`config.mk`:
```
export PLATFORM = sky130hd
export DESIGN_NAME = icache_refill
export DESIGN_NICKNAME = d
export VERILOG_FILES = /design/src/rtl/icache_refill.sv
export SDC_FILE = /design/constraint.sdc
export NUM_CORES = 1
export LEC_CHECK = 0
export ABC_AREA = 1
export BUFFER_PORTS_ARGS = -buffer_cell sky130_fd_sc_hd__buf_2
export CAP_MARGIN = 0
export CORE_ASPECT_RATIO = 0.6
export CORE_UTILIZATION = 30
export DETAILED_ROUTE_END_ITERATION = 8
export SLEW_MARGIN = 30
export SYNTH_ARGS = -nofsm -noshare
export SYNTH_HDL_FRONTEND = slang
export SYNTH_SLANG_ARGS = --single-unit
```
`constraint.sdc`:
```
create_clock -name clk -period 3.7 [get_ports clk]
set_input_delay 0.74 -clock clk [delete_from_list [all_inputs] [get_ports clk]]
set_output_delay 0.74 -clock clk [all_outputs]
set_load 0.02 [all_outputs]
```
`src/rtl/icache_refill.sv`:
```
// I-cache line refill engine: fetches a 4-word line critical-word-first and writes
// each beat into the data array as a byte-masked partial write.
`default_nettype none

module icache_refill #(
  parameter int SET_BITS   = 6,
  parameter int LINE_WORDS = 4
) (
  input  logic                    clk,
  input  logic                    rst_n,
  input  logic                    miss_req,
  input  logic [31:0]             miss_addr,
  output logic                    refill_busy,
  output logic                    refill_done,
  output logic                    crit_valid,
  output logic [31:0]             crit_data,
  output logic                    mem_req,
  output logic [31:0]             mem_addr,
  input  logic                    mem_gnt,
  input  logic                    mem_rvalid,
  input  logic [31:0]             mem_rdata,
  output logic                    sram_csb,
  output logic                    sram_web,
  output logic [4*LINE_WORDS-1:0] sram_wmask,
  output logic [SET_BITS-1:0]     sram_addr,
  output logic [32*LINE_WORDS-1:0] sram_din
);

  localparam int WIDX = $clog2(LINE_WORDS);
  localparam logic [WIDX-1:0] LAST_BEAT = WIDX'(LINE_WORDS - 1);
  localparam logic [4*LINE_WORDS-1:0] WORD_MASK = {{(4*LINE_WORDS-4){1'b0}}, 4'hF};

  typedef enum logic [2:0] {
    S_IDLE  = 3'd0,
    S_REQ   = 3'd1,
    S_FILL  = 3'd2,
    S_FLUSH = 3'd3,
    S_DONE  = 3'd4
  } state_t;

  state_t                   state_q;
  logic [WIDX-1:0]          start_q;
  logic [WIDX-1:0]          cnt_q;
  logic                     busy_q;
  logic                     done_q;
  logic                     crit_valid_q;
  logic [31:0]              crit_data_q;
  logic                     mem_req_q;
  logic [31:0]              mem_addr_q;
  logic                     csb_q;
  logic                     web_q;
  logic [4*LINE_WORDS-1:0]  wmask_q;
  logic [SET_BITS-1:0]      sram_addr_q;
  logic [32*LINE_WORDS-1:0] din_q;

  logic [WIDX-1:0] word_idx;
  logic            addr_lsb_unused;

  // Wrap order: the beat counter is offset by the critical word index modulo the line size.
  assign word_idx        = start_q + cnt_q;
  assign addr_lsb_unused = ^miss_addr[1:0];

  always_ff @(posedge clk or negedge rst_n) begin
    if (!rst_n) begin
      state_q      <= S_IDLE;
      start_q      <= '0;
      cnt_q        <= '0;
      busy_q       <= 1'b0;
      done_q       <= 1'b0;
      crit_valid_q <= 1'b0;
      crit_data_q  <= '0;
      mem_req_q    <= 1'b0;
      mem_addr_q   <= '0;
      csb_q        <= 1'b1;
      web_q        <= 1'b1;
      wmask_q      <= '0;
      sram_addr_q  <= '0;
      din_q        <= '0;
    end else begin
      done_q       <= 1'b0;
      crit_valid_q <= 1'b0;
      csb_q        <= 1'b1;
      web_q        <= 1'b1;
      wmask_q      <= '0;
      din_q        <= '0;
      case (state_q)
        S_IDLE: begin
          if (miss_req) begin
            state_q     <= S_REQ;
            busy_q      <= 1'b1;
            mem_req_q   <= 1'b1;
            mem_addr_q  <= {miss_addr[31:2], 2'b00};
            sram_addr_q <= miss_addr[SET_BITS+3:4];
            start_q     <= miss_addr[WIDX+1:2];
            cnt_q       <= '0;
          end
        end
        S_REQ: begin
          if (mem_gnt) begin
            state_q   <= S_FILL;
            mem_req_q <= 1'b0;
          end
        end
        S_FILL: begin
          if (mem_rvalid) begin
            csb_q   <= 1'b0;
            web_q   <= 1'b0;
            wmask_q <= WORD_MASK << {word_idx, 2'b00};
            din_q   <= {{(32*LINE_WORDS-32){1'b0}}, mem_rdata} << {word_idx, 5'b00000};
            cnt_q   <= cnt_q + 1'b1;
            if (cnt_q == '0) begin
              crit_valid_q <= 1'b1;
              crit_data_q  <= mem_rdata;
            end
            if (cnt_q == LAST_BEAT) begin
              state_q <= S_FLUSH;
            end
          end
        end
        S_FLUSH: begin
          // Dummy read in DONE flushes the array's registered write enable.
          state_q <= S_DONE;
          csb_q   <= 1'b0;
          done_q  <= 1'b1;
        end
        S_DONE: begin
          state_q <= S_IDLE;
          busy_q  <= 1'b0;
        end
        default: state_q <= S_IDLE;
      endcase
    end
  end

  assign refill_busy = busy_q;
  assign refill_done = done_q;
  assign crit_valid  = crit_valid_q;
  assign crit_data   = crit_data_q;
  assign mem_req     = mem_req_q;
  assign mem_addr    = mem_addr_q;
  assign sram_csb    = csb_q;
  assign sram_web    = web_q;
  assign sram_wmask  = wmask_q;
  assign sram_addr   = sram_addr_q;
  assign sram_din    = din_q;

endmodule

`default_nettype wire

```
==> qor.csv <==
stage,metric,value,unit
run_status,status,"finished, final reports clean",
logic_synthesis,Syn Area/Cell,11.2,um^2
layout,Multi-input gate area,1410,um^2
clock_tree,CTS tree,done,
floorplanning,io pins,289,
layout,Fill cells,2285,
logic_synthesis,mapped cell area,7100,um^2
clock_tree,Hold Buf Count CTS,0,
logic_synthesis,#FFs+latches synth,205,
layout,Layout area overhead,30.7,%
setup_path,endpoint type of the worst setup path,register,
placement,Post-DP Area,8610,um^2
global_route,via count of the first global-routing pass,4996,
setup_path,CP arrival,2.59,ns
global_route,largest net degree at the start of global routing,77,
timing,Peak Freq,0.448,GHz
logic_synthesis,instance count of the mapped netlist,635,
floorplanning,Die Width,201,um
detailed_routing,total wire length,18.1,mm
layout,"Design Area, Final",9280,um^2
logic_synthesis,XOR/XNOR Fraction of Synth Area,0.00247,
detailed_routing,Post-DRT Antenna Nets,0,
detailed_routing,drt via density,4.12,
floorplanning,Initial Util,0.307,
detailed_routing,DR DRC count,0,
detailed_routing,first drt pass iteration count,4,
worst_hold_path,Hold Crit Class,input pin to async pin,
setup_path,largest fanout on the critical path,36,
clock_tree,clk_lat worst skew,0.49,ns
timing,Hold Fails Final Rpt,0,
setup_path,Reg2Reg Setup Slack,1.47,ns
clock_tree,Root Buffer,clkbuf_16,
logic_synthesis,Yosys warning count,0,
layout,FF+latch area,5130,um^2
layout,final net count,974,
layout,Antenna Cells,0,
setup_path,WS Path Type,register to register,
clock_tree,H-Tree Level Count,1,
global_route,grt ovf,0,
logic_synthesis,Netlist cell types,23,
logic_synthesis,register area share after synthesis,0.723,
floorplanning,Rows,43,
logic_synthesis,compound-cell area share of the yosys netlist,0.0263,
layout,Final Util,0.401,
timing,Final TNS setup,0,ns
detailed_routing,Initial DRC Count,273,
timing,max-slew violation count,0,
clock_tree,Post-CTS Resized,0,
power_and_ir_drop,total chip power,7.12,mW
detailed_routing,routed length per instance,14.7,um
clock_tree,CTS buffer count,21,
global_route,first-pass GRT wire length,28.3,mm
timing,unrepaired setup endpoints after global routing,no,
timing,min Tclk post-route,2.23,ns
power_and_ir_drop,Cell Pwr Density,767,nW/um^2
layout,"non-filler cells, final",1228,
placement,Detail Placement HPWL,11.9,mm
timing,endpoints failing setup,0,
global_route,initial antenna violation count,0,
power_and_ir_drop,peak supply drop,0.385,mV
detailed_routing,vias,5056,
logic_synthesis,multiplexer share of the synthesized area,0,
floorplanning,Die H,121,um
clock_tree,clock buffer depth,3,
logic_synthesis,largest family of logic cells by synthesized area,simple AND/OR/NAND/NOR gates,
timing,Worst Tran Pin Value,0.916,ns
floorplanning,die area,24300,um^2
global_route,GRT Total Usage,0.149,
timing,slew margin rel.,0.387,
placement,Port Buf Inserts,284,
setup_path,CP Launch Type,register,
timing,period utilization,0.603,
placement,placed insts,1194,
placement,GPL Wtd Cong,0.767,
layout,share of layout cells above drive strength 1,0.363,
timing,Worst Skew,0.0130,ns
power_and_ir_drop,P_leak,5.59,nW
logic_synthesis,Post-Synth Adder-Cell Area,0.00529,
job,max_cap viols,0,
setup_path,CP Data Required Time,4.06,ns
logic_synthesis,Synth Area in Simple Gates,0.163,
clock_tree,clock-pin slew on the worst setup and hold paths,0.06,ns
floorplanning,core area,23100,um^2
clock_tree,Sink Count,205,
clock_tree,setup bufs post-CTS,0,
## final cells by class
cell class / count / share of cell area
Clock buffer: 27 / 0.0623
Clock inverter: 7 / 0.00984
Inverter: 50 / 0.0202
Multi-Input combinational cell: 336 / 0.152
Sequential cell: 205 / 0.553
Tap cell: 315 / 0.0425
Timing Repair Buffer: 288 / 0.160
## cells in the mapped netlist
master | instances | area (um^2)
nand2_4 | 1 | 11.3
o21ai_1 | 7 | 35.0
nor3_4 | 1 | 16.3
ha_1 | 3 | 37.5
buf_6 | 16 | 180
nor2_1 | 132 | 495
nand2_2 | 4 | 25.0
o22ai_1 | 1 | 6.26
nand3_2 | 1 | 10.0
buf_2 | 3 | 15.0
nor2_4 | 2 | 22.5
o21ai_0 | 29 | 145
clkbuf_1 | 4 | 15.0
nand3_1 | 6 | 30.0
buf_4 | 22 | 165
dfrtp_1 | 203 | 5080
xor2_1 | 1 | 8.76
nand2_1 | 143 | 537
xnor2_1 | 1 | 8.76
inv_1 | 50 | 188
dfstp_2 | 2 | 52.6
nor3_1 | 2 | 10.0
conb_1 | 1 | 3.75
## state kept, by name (all words and copies together) (netlist names), 2 cells and up
signal and cells:
mem_addr 24, sram_din 128, sram_wmask 4, crit_data 32, state_q 3, sram_addr 5, cnt_q 2
## metrics by stage
step / worst slack, ns / hold WS, ns
2_1_floorplan: 2.27 / 0.444
3_3_place_gp: 1.46 / 0.459
3_5_place_dp: 1.42 / 0.460
4_1_cts: 1.39 / 0.277
5_1_grt: 1.20 / 0.304
6_report: 1.47 / 0.254
## power by group
| part | leakage [nW] | switching [mW] | internal [mW] |
|---|---|---|---|
| combinational | 2.51 | 1.46 | 0.625 |
| clock | 0.329 | 0.857 | 1.24 |
| sequential | 2.75 | 0.241 | 2.70 |
| total | 5.59 | 2.56 | 4.56 |
## cells by family after synthesis
| logic type | count (synthesis) |
|---|---|
| other | 1 |
| buffers and inverters | 95 |
| adder cells (fa/ha/maj) | 3 |
| XOR/XNOR | 2 |
| AND/OR/NAND/NOR | 292 |
| flip-flops | 205 |
| AO/OA/AOI/OAI | 37 |
## cell usage in the layout, fill, tap and decap left out
master / n
buf_12: 2
buf_2: 283
buf_4: 2
bufinv_16: 2
clkbuf_1: 3
clkbuf_16: 21
clkbuf_8: 4
clkinv_2: 3
clkinvlp_4: 1
conb_1: 2
dfrtp_1: 203
dfstp_2: 2
ha_1: 3
inv_1: 49
inv_2: 1
inv_6: 1
nand2_1: 143
nand2_2: 3
nand2_4: 2
nand3_1: 6
nand3_2: 1
nor2_1: 132
nor2_4: 2
nor3_1: 2
nor3_4: 1
o21ai_0: 29
o21ai_1: 7
o22ai_1: 1
xnor2_1: 1
xor2_1: 1
## routing by layer
metal	up-vias	global-route usage	share of wire
li1	2419	-	-
met1	2423	0.207	0.48
met2	192	0.223	0.42
met3	22	0.0524	0.082
met4	0	0.0348	0.018
met5	-	0	0
## worst paths after layout
kind,endpoint,from,cells after the start
worst max-delay path,crit_data[4]$_DFFE_PN0P_,state_q[2]$_DFFE_PN0P_,5
max in group asynchronous,crit_data[18]$_DFFE_PN0P_,rst_n,2
worst min-delay path,mem_addr[28]$_DFFE_PN0P_,rst_n,1
worst max register to register,crit_data[4]$_DFFE_PN0P_,state_q[2]$_DFFE_PN0P_,5
min in group clk,mem_addr[14]$_DFFE_PN0P_,miss_addr[14],3
worst min register to register,mem_addr[23]$_DFFE_PN0P_,mem_addr[23]$_DFFE_PN0P_,2
## critical path: stages, from the launching register on
cell,delay [ns]
dfrtp_1,0.47
nor3_4,0.38
nand3_2,0.57
buf_4,0.48
nand2_1,0.10
o21ai_0,0.08
(Power assumes the default switching activity.)
